<file path="src/rtl/mem_port_arbiter.sv">
// Round-robin arbiter sharing one memory port between instruction fetch (IF) and load/store (D).
// Latency: grant on the edge a request is seen, ready one cycle after mem_ack; minimum 3 cycles per access.
// Backpressure: requesters hold req until their ready pulse; the memory stalls by withholding mem_ack, bounded by a watchdog.
module mem_port_arbiter #(
    parameter int ADDR_W  = 32,
    parameter int DATA_W  = 32,
    parameter int TIMEOUT = 64
) (
    input  logic              clk,
    input  logic              reset,
    input  logic              if_req,
    input  logic [ADDR_W-1:0] if_addr,
    output logic              if_ready,
    output logic [DATA_W-1:0] if_rdata,
    input  logic              d_req,
    input  logic              d_we,
    input  logic [ADDR_W-1:0] d_addr,
    input  logic [DATA_W-1:0] d_wdata,
    output logic              d_ready,
    output logic [DATA_W-1:0] d_rdata,
    output logic              err,
    output logic              mem_req,
    output logic              mem_we,
    output logic [ADDR_W-1:0] mem_addr,
    output logic [DATA_W-1:0] mem_wdata,
    input  logic [DATA_W-1:0] mem_rdata,
    input  logic              mem_ack
);

    localparam int CW = $clog2(TIMEOUT) + 1;
    localparam logic OWN_IF = 1'b0;
    localparam logic OWN_D  = 1'b1;

    typedef enum logic [1:0] {IDLE, BUSY, RESP} state_t;

    state_t            state, state_nxt;
    logic              owner, last_grant, abort;
    logic [CW-1:0]     wd_cnt;
    logic              lat_we;
    logic [ADDR_W-1:0] lat_addr;
    logic [DATA_W-1:0] lat_wdata;
    logic [DATA_W-1:0] if_rdata_q, d_rdata_q;
    logic              grant_vld, grant_d, timeout_hit;

    always_ff @(posedge clk) begin
        if (reset) state <= IDLE;
        else       state <= state_nxt;
    end

    always_comb begin
        state_nxt   = state;
        grant_vld   = 1'b0;
        grant_d     = 1'b0;
        timeout_hit = 1'b0;
        case (state)
            IDLE: begin
                if (if_req || d_req) begin
                    grant_vld = 1'b1;
                    // on a tie the requester that did not win last time goes first
                    grant_d   = d_req && (!if_req || last_grant == OWN_IF);
                    state_nxt = BUSY;
                end
            end
            BUSY: begin
                if (mem_ack) begin
                    state_nxt = RESP;
                end else if (wd_cnt >= CW'(TIMEOUT - 1)) begin
                    timeout_hit = 1'b1;
                    state_nxt   = RESP;
                end
            end
            RESP:    state_nxt = IDLE;
            default: state_nxt = IDLE;
        endcase
    end

    always_ff @(posedge clk) begin
        if (reset) begin
            owner      <= OWN_IF;
            last_grant <= OWN_D;
            abort      <= 1'b0;
            wd_cnt     <= '0;
            lat_we     <= 1'b0;
            lat_addr   <= '0;
            lat_wdata  <= '0;
            if_rdata_q <= '0;
            d_rdata_q  <= '0;
        end else begin
            if (grant_vld) begin
                owner      <= grant_d;
                last_grant <= grant_d;
                wd_cnt     <= '0;
                abort      <= 1'b0;
                lat_addr   <= grant_d ? d_addr : if_addr;
                lat_we     <= grant_d & d_we;
                if (grant_d) lat_wdata <= d_wdata;
            end
            if (state == BUSY) begin
                if (mem_ack) begin
                    abort <= 1'b0;
                    if (!lat_we) begin
                        if (owner == OWN_D) d_rdata_q  <= mem_rdata;
                        else                if_rdata_q <= mem_rdata;
                    end
                end else if (timeout_hit) begin
                    // aborted reads return zero so a stale word is never mistaken for data
                    abort <= 1'b1;
                    if (!lat_we) begin
                        if (owner == OWN_D) d_rdata_q  <= '0;
                        else                if_rdata_q <= '0;
                    end
                end else if (wd_cnt != '1) begin
                    wd_cnt <= wd_cnt + 1'b1;
                end
            end
        end
    end

    assign mem_req   = (state == BUSY);
    assign mem_we    = lat_we;
    assign mem_addr  = lat_addr;
    assign mem_wdata = lat_wdata;
    assign if_ready  = (state == RESP) && (owner == OWN_IF);
    assign d_ready   = (state == RESP) && (owner == OWN_D);
    assign err       = (state == RESP) && abort;
    assign if_rdata  = if_rdata_q;
    assign d_rdata   = d_rdata_q;

endmodule

</file>
<file path="config.mk">
export PLATFORM = sky130hd
export DESIGN_NAME = mem_port_arbiter
export DESIGN_NICKNAME = d
export VERILOG_FILES = /design/src/rtl/mem_port_arbiter.sv
export SDC_FILE = /design/constraint.sdc
export NUM_CORES = 1
export LEC_CHECK = 0
export ABC_AREA = 1
export CAP_MARGIN = 5
export CORE_AREA = 10 10 125 127
export CTS_BUF_LIST = sky130_fd_sc_hd__clkbuf_2 sky130_fd_sc_hd__clkbuf_4 sky130_fd_sc_hd__clkbuf_8
export CTS_CLUSTER_SIZE = 14
export DETAILED_ROUTE_END_ITERATION = 6
export DIE_AREA = 0 0 135 137
export GPL_TIMING_DRIVEN = 0
export MAX_ROUTING_LAYER = met4
export PLACE_DENSITY = 0.87
export SLEW_MARGIN = 10
export SYNTH_ARGS = -nofsm -noshare
export SYNTH_HDL_FRONTEND = slang
export SYNTH_SLANG_ARGS = --single-unit
export TNS_END_PERCENT = 10
</file>
<file path="constraint.sdc">
create_clock -name clk -period 3.6 [get_ports clk]
set_clock_uncertainty 0.15 [all_clocks]
set_input_delay 0.9 -clock clk [delete_from_list [all_inputs] [get_ports clk]]
set_output_delay 0.9 -clock clk [all_outputs]
set_load 0.005 [all_outputs]
</file>
### After elaboration in Yosys (flattened, before gate mapping)

Cells that the tools add are included.

* word-level logic and storage cells: 67
* register bits after elaboration: 141

* bitwise operators: 4
* add/sub/neg operators: 1
* $lt $le $gt $ge: 1
* mux-type cells: 33
* equal/unequal tests: 5
* reduce and logical (&&, ||, !) cells: 13

Operator list (count)
* 2-to-1 mux 32 bit: 13
* 2-to-1 mux 7 bit: 5
* 2-to-1 mux 1 bit: 11
* AND reduction 4 bit: 2
* adder 7 x 1 -> 7 bit (second input constant): 1
* >= comparator 7 x 6 -> 1 bit (second input constant): 1
* inequality test 7 bit (second input constant): 1
* 2-to-1 mux 2 bit: 3
* logical AND 1 bit: 4
* case mux 2 bit (2 select lines): 1
* AND reduction 2 bit: 2
* inequality test 3 x 1 -> 1 bit (second input constant): 1
* NOT 1 bit: 3
* equality test 2 x 1 -> 1 bit (second input constant): 1
* equality test 2 bit (second input constant): 1
* logical NOT 2 bit: 1
* logical OR 1 bit: 2
* inequality test 2 bit (second input constant): 1
* nonzero test 2 bit: 1
* bitwise AND 1 bit: 1
* logical NOT 1 bit: 1

### Logic depth before layout (Yosys ltp)

* depth after elaboration: 8
* depth in mapped cells: 12
* mapped depth without buffers: 11

### Least setup slack after synthesis

OpenSTA, ideal clock, no wires.

* kind: input port to flip-flop
* start point: input mem_ack
* end point: register if_rdata_q[14] (netlist: if_rdata[14])
* setup time: 115 ps
* stages on the path: 10
* data required time: 3335 ps
* slack: 1389 ps
* buffers on the path: 3
* data arrival time: 1946 ps
* cells stage by stage: buf_2 -> inv_1 -> nand2_2 -> inv_2 -> nor2_2 -> nor2_4 -> buf_6 -> buf_6 -> a21oi_1 -> nor2_1

* word-level cells in the longest chain between the ends: 4
* elaborated cells between the ends (all ways): 5

RTL lines
* start, declared: line 27 `input logic mem_ack`
* 2-to-1 mux 1 bit: line 65 `if (mem_ack) begin`
* 2-to-1 mux 1 bit: line 55 `case (state)`
* nonzero test 2 bit (no line)
* AND reduction 4 bit (no line)
* end signal, assigned: line 103 `else if_rdata_q <= mem_rdata;`
* end, declared: line 42 `logic [DATA_W-1:0] if_rdata_q, d_rdata_q;`

Several ways; a longest one is shown, not always the timed one.
A chain may end at the register's enable or synchronous reset.

### Worst setup path after layout

* start point: register state[1]
* end point: output d_ready

* word-level cells in the longest chain between the ends: 2

RTL lines
* start, declared: line 36 `state_t state, state_nxt;`
* start signal, assigned: line 47 `else state <= state_nxt;`
* equality test 2 bit: line 124 `assign d_ready = (state == RESP) && (owner == OWN_D);`
* logical AND 1 bit: line 124
* end, declared: line 19 `output logic d_ready,`

No other way between the ends.

==> impl_metrics.ini <==
[outcome]
status = complete, no violations

[run]
drv_cap = 0

[routing]
viasPerCell = 4.89
drc = 0
drtIter0Drc = 400
drt_first_pass_iters = 5
wl_um = 21300
ant_nets = 0
wl_per_cell_um = 16.1
via_count = 6474

[hold_path]
holdPathStages = 2
hold_class = flop to flop

[floorplan]
ioPinCount = 267
start_util = 0.463
dieArea_sq_um = 18500
core_sq_um = 13100
dieWidth_um = 135
row_count = 42
dieHeight_um = 137

[logic_synthesis]
yosys-top-cells-area = dfxtp_1, nand2_1, nor2_1
synth.most_common_cell = nand2_1
syn_area_sq_um = 6050
synth_nets = 987
yosys-top-cells-count = nand2_1, nor2_1, dfxtp_1
yosys_warnings = 0
synth_area_leader_cell = dfxtp_1
ys.flop_type = dfxtp_1
yosysTopAreaCellShare = 0.466
ys_types = 27
syn_inst = 852
synth.ff_latch_count = 141
synth_edf_count = 0
syn_area_per_cell_sq_um = 7.10
synth_async_sr_flop_share = 0
ys_seq_area_frac = 0.466

[placed_design]
hpwl_um = 16600
dpl-instance-area_sq_um = 8910
dp_slack_ps = 655
port_buffers = 264
routabilityCongestion = 0.922

[clocking]
clock_sinks = 141
postCtsResizedCells = 0
cts_tree = done
postCtsSetupBuffers = 0
postCtsHoldBufs = 0
cts_max_path_buffers = 2
cts-root-buf = clkbuf_8
h-tree-depth = 4
cts_buffers = 17
cts.reportedPaths.clkPinSlew_ps = 70
worstSkewPairLatency_ps = 450

[sta]
finalCritPeriodShare = 0.779
period_minus_slack_ps = 2810
setup_viol = 0
rsz0062_at_grt = no
layout_setup_ws_ps = 795
worst_slew_pin_slew_ps = 590
slew_headroom = 0.607
tns_ps = 0
fmax_mhz = 356
hold_viol_final = 0
drv_slew = 0

[setup_path]
path_cells = nand2_1 -> nor2_1 -> clkdlybuf4s50_1
crit_slowest_cell = clkdlybuf4s50_1
cp_num_buf_inv = 1
worst-path-stages = 3
crit_required_ps = 2550
critPathCaptureType = output port
critical_path_class = flop to output port
crit_path_max_fanout = 3
slowest_delay_ps = 590
critical_path.top_delay_family = buffers and inverters
cp.arrival_ps = 1760
start_kind = flop
worst_r2r_path_depth = 7

[layout]
fillers = 1037
fin_area_sq_um = 9370
drive_gt1_frac = 0.0688
area_growth_pct = 54.8
final_nets = 1270
num_antenna_cells = 0

[global_route]
grtUsageTotal = 0.229
grt_start_max_net_pins = 17
grt_pass1_wl_um = 32500
overflow = 0
grt_pass1_vias = 6428
antenna_found_initial = 0

[power_and_ir_drop]
cellPowerDensity_nw_per_um2 = 438
ir_drop_mv = 0.282
p_leak_nw = 4.13
==> layout make-up <==
class	count	area (sq um)	share of cell area
multi-input combinational	580	2630	0.281
sequential	141	2820	0.301
tap	176	220	0.0235
inverter	74	278	0.0296
buffer	57	319	0.0340
clock buffer	20	263	0.0280
clock inverter	12	193	0.0206
timing repair buffer	264	2640	0.282
==> worst register-to-register path: stages (launching register included) <==
cell      delay [ps]
dfxtp_1          370
nor3_4           360
inv_2            160
nor2_4           160
inv_2            100
clkbuf_1         260
nor2_1           190
nor2_1            70
==> metal layers <==
| metal | share of wire | track usage |
|---|---|---|
| met1 | 0.38 | 0.233 |
| met2 | 0.50 | 0.398 |
| met3 | 0.10 | 0.0938 |
| met4 | 0.014 | 0.0634 |
| met5 | 0 | - |
==> stage by stage <==
step           hold WS (ps)  power [W]  utilization  instances
2_1_floorplan           294    0.00217            -        852
3_3_place_gp            301    0.00265        0.681       1292
3_5_place_dp            305    0.00267        0.681       1292
4_1_cts                 316    0.00412        0.716       1324
5_1_grt                 333    0.00428        0.716       1324
6_report                315    0.00410        0.716       1324
==> registers in the layout (all words and copies together) (netlist names) <==
signal      cells
state           2
mem_addr       32
wd_cnt          7
last_grant      1
mem_wdata      32
d_rdata        32
abort           1
owner           1
if_rdata       32
mem_we          1
==> final timing paths <==
kind	start	to	slack, ps
min reg2reg	mem_addr[1]	mem_addr[1]	320
min	mem_addr[1]	mem_addr[1]	320
max	state[1]	d_ready	790
max reg2reg	state[1]	mem_wdata[24]	1680
==> cell families (layout without fill, tap and decap cells) <==
| family | after synthesis | after routing | share of synthesized area |
|---|---|---|---|
| adder cells (fa/ha/maj) | 1 | 1 | 0.00207 |
| buffers and inverters | 131 | 427 | 0.0986 |
| AO/OA/AOI/OAI | 174 | 174 | 0.158 |
| flip-flops | 141 | 141 | 0.466 |
| XOR/XNOR | 1 | 1 | 0.00145 |
| AND/OR/NAND/NOR | 404 | 404 | 0.274 |
==> where the power goes <==
group          internal [W]  switching (W)
logic              0.000482       0.000413
clock network      0.000853       0.000610
registers           0.00168      0.0000636
==> layout by cell type, fill, tap and decap left out, drive strengths merged <==
master         Yosys  final
clkinvlp           0      3
nand2            185    185
ha                 1      1
xor2               1      1
buf               29     29
a21oi             73     73
clkdlybuf4s50      0    264
inv               74     74
bufinv             0      5
clkinv             0      4
nand3             38     38
o211ai             2      2
nand4              1      1
o21ai             67     67
o21bai            32     32
nor3               3      3
clkbuf            28     48
nor2             177    177
dfxtp            141    141
No activity file was read; power rests on OpenSTA's default activity.
